--- src/rtl/pipe_stage_skid_reg.sv ---
// Generic inter-stage pipeline register with valid/ready handshake and a 2-entry skid buffer.
// Optional saturating performance counters are enabled with `define PIPE_STAGE_PERF_CNT_EN.
module pipe_stage_skid_reg #(
  parameter int DATA_W = 96,
  parameter int CTRL_W = 9,
  parameter int CNT_W  = 32
) (
  input  logic              clk,
  input  logic              rst,
  input  logic              flush,
  input  logic              in_valid,
  output logic              in_ready,
  input  logic [CTRL_W-1:0] in_ctrl,
  input  logic [DATA_W-1:0] in_data,
  output logic              out_valid,
  input  logic              out_ready,
  output logic [CTRL_W-1:0] out_ctrl,
  output logic [DATA_W-1:0] out_data
`ifdef PIPE_STAGE_PERF_CNT_EN
  ,
  output logic [CNT_W-1:0]  stall_cnt,
  output logic [CNT_W-1:0]  bubble_cnt,
  output logic [CNT_W-1:0]  flush_cnt
`endif
);

  function automatic logic [CNT_W-1:0] sat_inc(input logic [CNT_W-1:0] v);
    return (&v) ? v : v + 1'b1;
  endfunction

  logic              main_valid, skid_valid;
  logic [CTRL_W-1:0] main_ctrl, skid_ctrl;
  logic [DATA_W-1:0] main_data, skid_data;
  logic              accept, main_free;

  // in_ready comes straight off the skid flop, so no combinational path from out_ready.
  assign in_ready  = !skid_valid;
  assign accept    = in_valid && in_ready;
  assign main_free = !main_valid || out_ready;

  assign out_valid = main_valid;
  assign out_ctrl  = main_ctrl;
  assign out_data  = main_data;

  // Stage boundary: main/skid entries
  always_ff @(posedge clk or posedge rst) begin
    if (rst) begin
      main_valid <= 1'b0;
      skid_valid <= 1'b0;
      main_ctrl  <= '0;
      skid_ctrl  <= '0;
      main_data  <= '0;
      skid_data  <= '0;
    end else if (flush) begin
      main_valid <= 1'b0;
      skid_valid <= 1'b0;
      main_ctrl  <= '0;
      skid_ctrl  <= '0;
    end else if (main_free) begin
      if (skid_valid) begin
        main_valid <= 1'b1;
        main_ctrl  <= skid_ctrl;
        main_data  <= skid_data;
        skid_valid <= accept;
        if (accept) begin
          skid_ctrl <= in_ctrl;
          skid_data <= in_data;
        end else begin
          skid_ctrl <= '0;
        end
      end else if (accept) begin
        main_valid <= 1'b1;
        main_ctrl  <= in_ctrl;
        main_data  <= in_data;
      end else begin
        main_valid <= 1'b0;
        main_ctrl  <= '0;
      end
    end else if (accept) begin
      skid_valid <= 1'b1;
      skid_ctrl  <= in_ctrl;
      skid_data  <= in_data;
    end
  end

`ifdef PIPE_STAGE_PERF_CNT_EN
  always_ff @(posedge clk or posedge rst) begin
    if (rst) begin
      stall_cnt  <= '0;
      bubble_cnt <= '0;
      flush_cnt  <= '0;
    end else begin
      if (main_valid && !out_ready)
        stall_cnt <= sat_inc(stall_cnt);
      if (!main_valid && !flush)
        bubble_cnt <= sat_inc(bubble_cnt);
      if (flush && (main_valid || skid_valid))
        flush_cnt <= sat_inc(flush_cnt);
    end
  end
`endif

endmodule

--- config.mk ---
export PLATFORM = sky130hd
export DESIGN_NAME = pipe_stage_skid_reg
export DESIGN_NICKNAME = d
export VERILOG_FILES = /design/src/rtl/pipe_stage_skid_reg.sv
export SDC_FILE = /design/constraint.sdc
export NUM_CORES = 1
export LEC_CHECK = 0
export ABC_AREA = 0
export CAP_MARGIN = 20
export CORE_MARGIN = 3
export CORE_UTILIZATION = 46
export DETAILED_ROUTE_END_ITERATION = 8
export HOLD_SLACK_MARGIN = 0.06
export PLACE_DENSITY = 0.77
export SETUP_SLACK_MARGIN = 0.05
export SYNTH_ARGS = -nofsm -noshare
export SYNTH_HDL_FRONTEND = slang
export SYNTH_SLANG_ARGS = --single-unit
--- constraint.sdc ---
create_clock -name clk -period 5.9 [get_ports clk]
set_input_delay 0.59 -clock clk [delete_from_list [all_inputs] [get_ports clk]]
set_output_delay 0.59 -clock clk [all_outputs]
set_load 0.05 [all_outputs]
-- Word-level counts from Yosys, hierarchy flattened
Index checks and enable logic that the tools add are counted.
- output and inout port bits: 107
- word-level logic and storage cells: 40
- input bits: 110
- latch bits: 0
- ROM bits: 0
- register bits after elaboration: 212
- memories: 0
- bits in writable memories: 0
- divide/modulo/power cells: 0
- shifts and indexed selects: 0
- reduce and logical (&&, ||, !) cells: 10
- bitwise operators: 1
- multipliers: 0
- equal/unequal tests: 2
- $lt $le $gt $ge: 0
- add/sub/neg operators: 0
- muxes and demuxes: 21
- operators with widths (operator ; count):
    two-way mux 96 bit ; 5
    two-way mux 9 bit ; 8
    two-way mux 1 bit ; 8
    AND reduction 2 bit ; 2
    nonzero test 2 bit ; 2
    inequality test 3 bit, second input constant ; 1
    AND reduction 3 bit ; 1
    nonzero test 3 bit ; 1
    logical NOT 1 bit ; 2
    inequality test 2 bit, second input constant ; 1
    logical AND 1 bit ; 1
    logical OR 1 bit ; 1
    NOT 1 bit ; 1

-- Depth between registers and ports, before layout
- depth in word-level cells: 6
- depth in mapped cells: 7
- depth with buffers taken out: 3

-- Worst setup path before layout
No wires, ideal clock.
- kind: register to output
- from: register skid_valid
- to: output port in_ready
- required time: 5.310 ns
- stages on the path, launching flop included: 5
- buffers on the path: 3
- arrival: 1.434 ns
- path slack: 3.876 ns
- cell sequence: dfrtp_1 buf_6 buf_2 buf_1 clkinv_1
- cells in the longest elaborated chain, start to end: 1
- RTL lines (element ; RTL line ; text):
    start, declared ; 31 ; logic main_valid, skid_valid;
    start signal, assigned ; 64 ; skid_valid <= accept;
    logical NOT 1 bit ; 37 ; assign in_ready = !skid_valid;
    end, declared ; 12 ; output logic in_ready,
No other way between the ends.

-- Final worst setup path
- from: register skid_valid
- to: register main_data[74] (netlist: out_data[74])
- cells in the longest elaborated chain, start to end: 4
- elaborated cells on any way between the ends: 5
- those cells by class: mux: 1; reduce/logical: 4
- RTL lines (element ; RTL line ; text):
    logical NOT 1 bit ; 37 ;
    logical AND 1 bit ; 38 ; assign accept = in_valid && in_ready;
    nonzero test 2 bit (no line) ; -- ;
    AND reduction 3 bit (no line) ; -- ;
    end signal, assigned ; 63 ; main_data <= skid_data;
    end signal, assigned ; 74 ; main_data <= in_data;
    end, declared ; 33 ; logic [DATA_W-1:0] main_data, skid_data;
Parallel ways exist; a longest one is shown, timed or not.
A chain may end at the register's enable or synchronous reset.

==> impl_results.md <==
* PostCTS Resize Cnt at 0
* Setup Total Neg Slack at 0 ns
* Setup bufs post-CTS at 0
* RSZ-0062 raised after global routing: no
* Synthesized area per cell at 15.08 µm²
* F_max at 302.0 MHz
* Final setup viols at 0
* Post-Syn Nets at between 700 and 800
* Power per cell area at 370.0 nW/µm²
* Die X at 149.2 µm
* Worst Path Required at around 6.3 ns
* Initial Utilization at 47.66%
* Vias at 5826
* # diodes at 0
* Dpl hpwl at 13750 µm
* Iter 0 DRT Violations at ~380
* Clk buf depth at 3
* Largest net degree at the start of global routing at ~130
* Post-CTS Hold Buffers at 0
* Core area at just under 20000 µm²
* CTS tree: yes
* Post-synth cell types at 20
* Max Slew Vio Count at 0
* GRT Total Usage at 18.53%
* Most frequent cells in the layout: mux2_2 (257), clkdlybuf4s50_1 (216), dfrtp_1 (211)
* Clock sinks at 212
* Crit share post-route at 56.13%
* H-tree Lvls at 1
* Antenna viol nets, final at 0
* First-pass GRT wire length at roughly 34000 µm
* Residual DRC at 0
* CP Class: flop to flop
* Status: finished, final reports clean
* Worst-Skew Late Latency at 0.50 ns
* Post-Syn Area at 9428 µm²
* R2R Path Start: skid_valid
* Final #Nets at 943
* Synth Warn # at 0
* Hold Path Class: input port to async pin
* Slew @ Worst Pin at just over 0.8 ns
* Worst setup EP type: flop
* Total iterations of the first detailed-routing run at 4
* Max VDD drop at 0.2306 mV
* Clock buffer count from CTS at 23
* Tmin final at about 3.3 ns
* Clock Skews at 0.02262 ns
* Worst setup SP type: flop
* DR WL/cell at 18.57 µm
* Syn Inst Count at 625
* Rows at 51
* RePlAce Congestion at around 0.8
* Max cap viols at 0
* Avg Vias per Cell at between 5 and 6
* Fin. Hold Viols at 0
* Routed wire length at about 21000 µm
* Clock-pin slew on the worst setup and hold paths at 0.06 ns
* Max FO, Critical Path at 56
* Fin util at around 63%
* Die Area at between 20000 and 25000 µm²
* Sequential share of the synthesized area at 56.27%
* Synth-to-layout area growth at 32.67%
* LEAKAGE at about 5.3 nW
* Max_slew headroom at 46.08%
* Die span in y at 149.2 µm
* Clock root buffer: clkbuf_16
* Initial antenna violation count at 0
* GRT Residual Overflow at 0
* Worst Path Arrival at 3.69 ns
* Proportion of layout cells with a drive suffix above 1 at 40.64%
* Vias in the first global route at between 6000 and 7000
* Most common cell after layout, fill and taps aside: mux2_2
* IO Count at 217
* I/O Buffers at 216
* Crit. Startpoint: skid_valid
* Flops & latches, synth at about 210
-- power by group --
part           total, mW  internal, mW  switching (mW)
Sequential          1.96          1.78           0.184
Clock               1.32         0.769           0.549
Combinational       1.35         0.620           0.729
Total               4.63          3.17            1.46
-- worst paths after layout --
kind | endpoint | slack [ns] | cells past startpoint
hold reg to reg | skid_data[30] | 0.50 | 1
min in group clk | skid_data[30] | 0.50 | 1
max in group asynchronous | skid_data[95] | 4.66 | 3
setup / recovery | out_data[74] | 2.59 | 5
setup reg to reg | out_data[74] | 2.59 | 5
hold / removal | out_data[35] | 0.32 | 2
-- kinds of logic (layout without fill, tap and decap cells) --
kind of cell | after synthesis | after routing | share of synthesized area (%)
flip-flops | 212 | 212 | 56.27
AO/OA/AOI/OAI | 29 | 29 | 2.190
multiplexers | 297 | 297 | 37.07
buffers and inverters | 52 | 276 | 2.827
AND/OR/NAND/NOR | 35 | 35 | 1.646
-- critical path, cell delays in order, from the launching register on --
cell,delay [ns]
dfrtp_4,0.89
buf_4,0.70
o21bai_1,0.29
nor2_4,0.14
buf_4,0.58
mux2_2,0.42
-- per-layer routing --
layer | up-vias | wire length (µm) | track usage (%)
li1 | 2660 | - | -
met1 | 2948 | 8653 | 23.73
met2 | 182 | 10010 | 30.93
met3 | 36 | 1603 | 5.530
met4 | 0 | 420 | 4.897
met5 | - | 0 | 0
-- flip-flops by register name, indices dropped and copies added (netlist names) --
signal	cells
out_ctrl	9
skid_valid	1
skid_data	96
out_valid	1
out_data	96
skid_ctrl	9
-- layout make-up --
type                       instances  area [µm²]
clock buffer                      33       653.1
clock inverter                     8       46.29
fill                            1467        7273
inverter                          11       45.04
multi-input combinational        361        3869
sequential                       212        5309
tap                              265       331.6
timing repair buffer             224        2255
-- cell usage after synthesis --
cell / instances / area share [%]
o32ai_1: 9 / 0.84
or2_2: 1 / 0.066
nand2b_1: 2 / 0.13
nand2_1: 10 / 0.40
buf_1: 2 / 0.080
nor2_1: 11 / 0.44
nand3_1: 9 / 0.48
buf_2: 21 / 1.1
mux2_2: 257 / 31
buf_6: 6 / 0.72
a21oi_1: 9 / 0.48
nor2b_1: 1 / 0.066
a211oi_1: 9 / 0.72
inv_1: 10 / 0.40
o21bai_1: 2 / 0.16
or3_1: 1 / 0.066
mux2_4: 40 / 6.4
clkinv_1: 1 / 0.040
clkbuf_1: 12 / 0.48
dfrtp_1: 212 / 56
-- stage by stage --
stage | setup WS (ns) | total power, mW | instances | hold WS [ns] | instance area [µm²]
after floorplan | 2.554 | 2.846 | 625 | 0.4736 | 9432
after global placement | 2.305 | 3.287 | 1072 | 0.4804 | 11780
after detailed placement | 2.229 | 3.333 | 1072 | 0.4873 | 11780
after CTS | 2.567 | 4.684 | 1113 | 0.3088 | 12480
after global routing | 2.420 | 4.842 | 1114 | 0.3234 | 12510
final | 2.588 | 4.628 | 1114 | 0.3237 | 12510
Power figures use the tool's default switching activity.
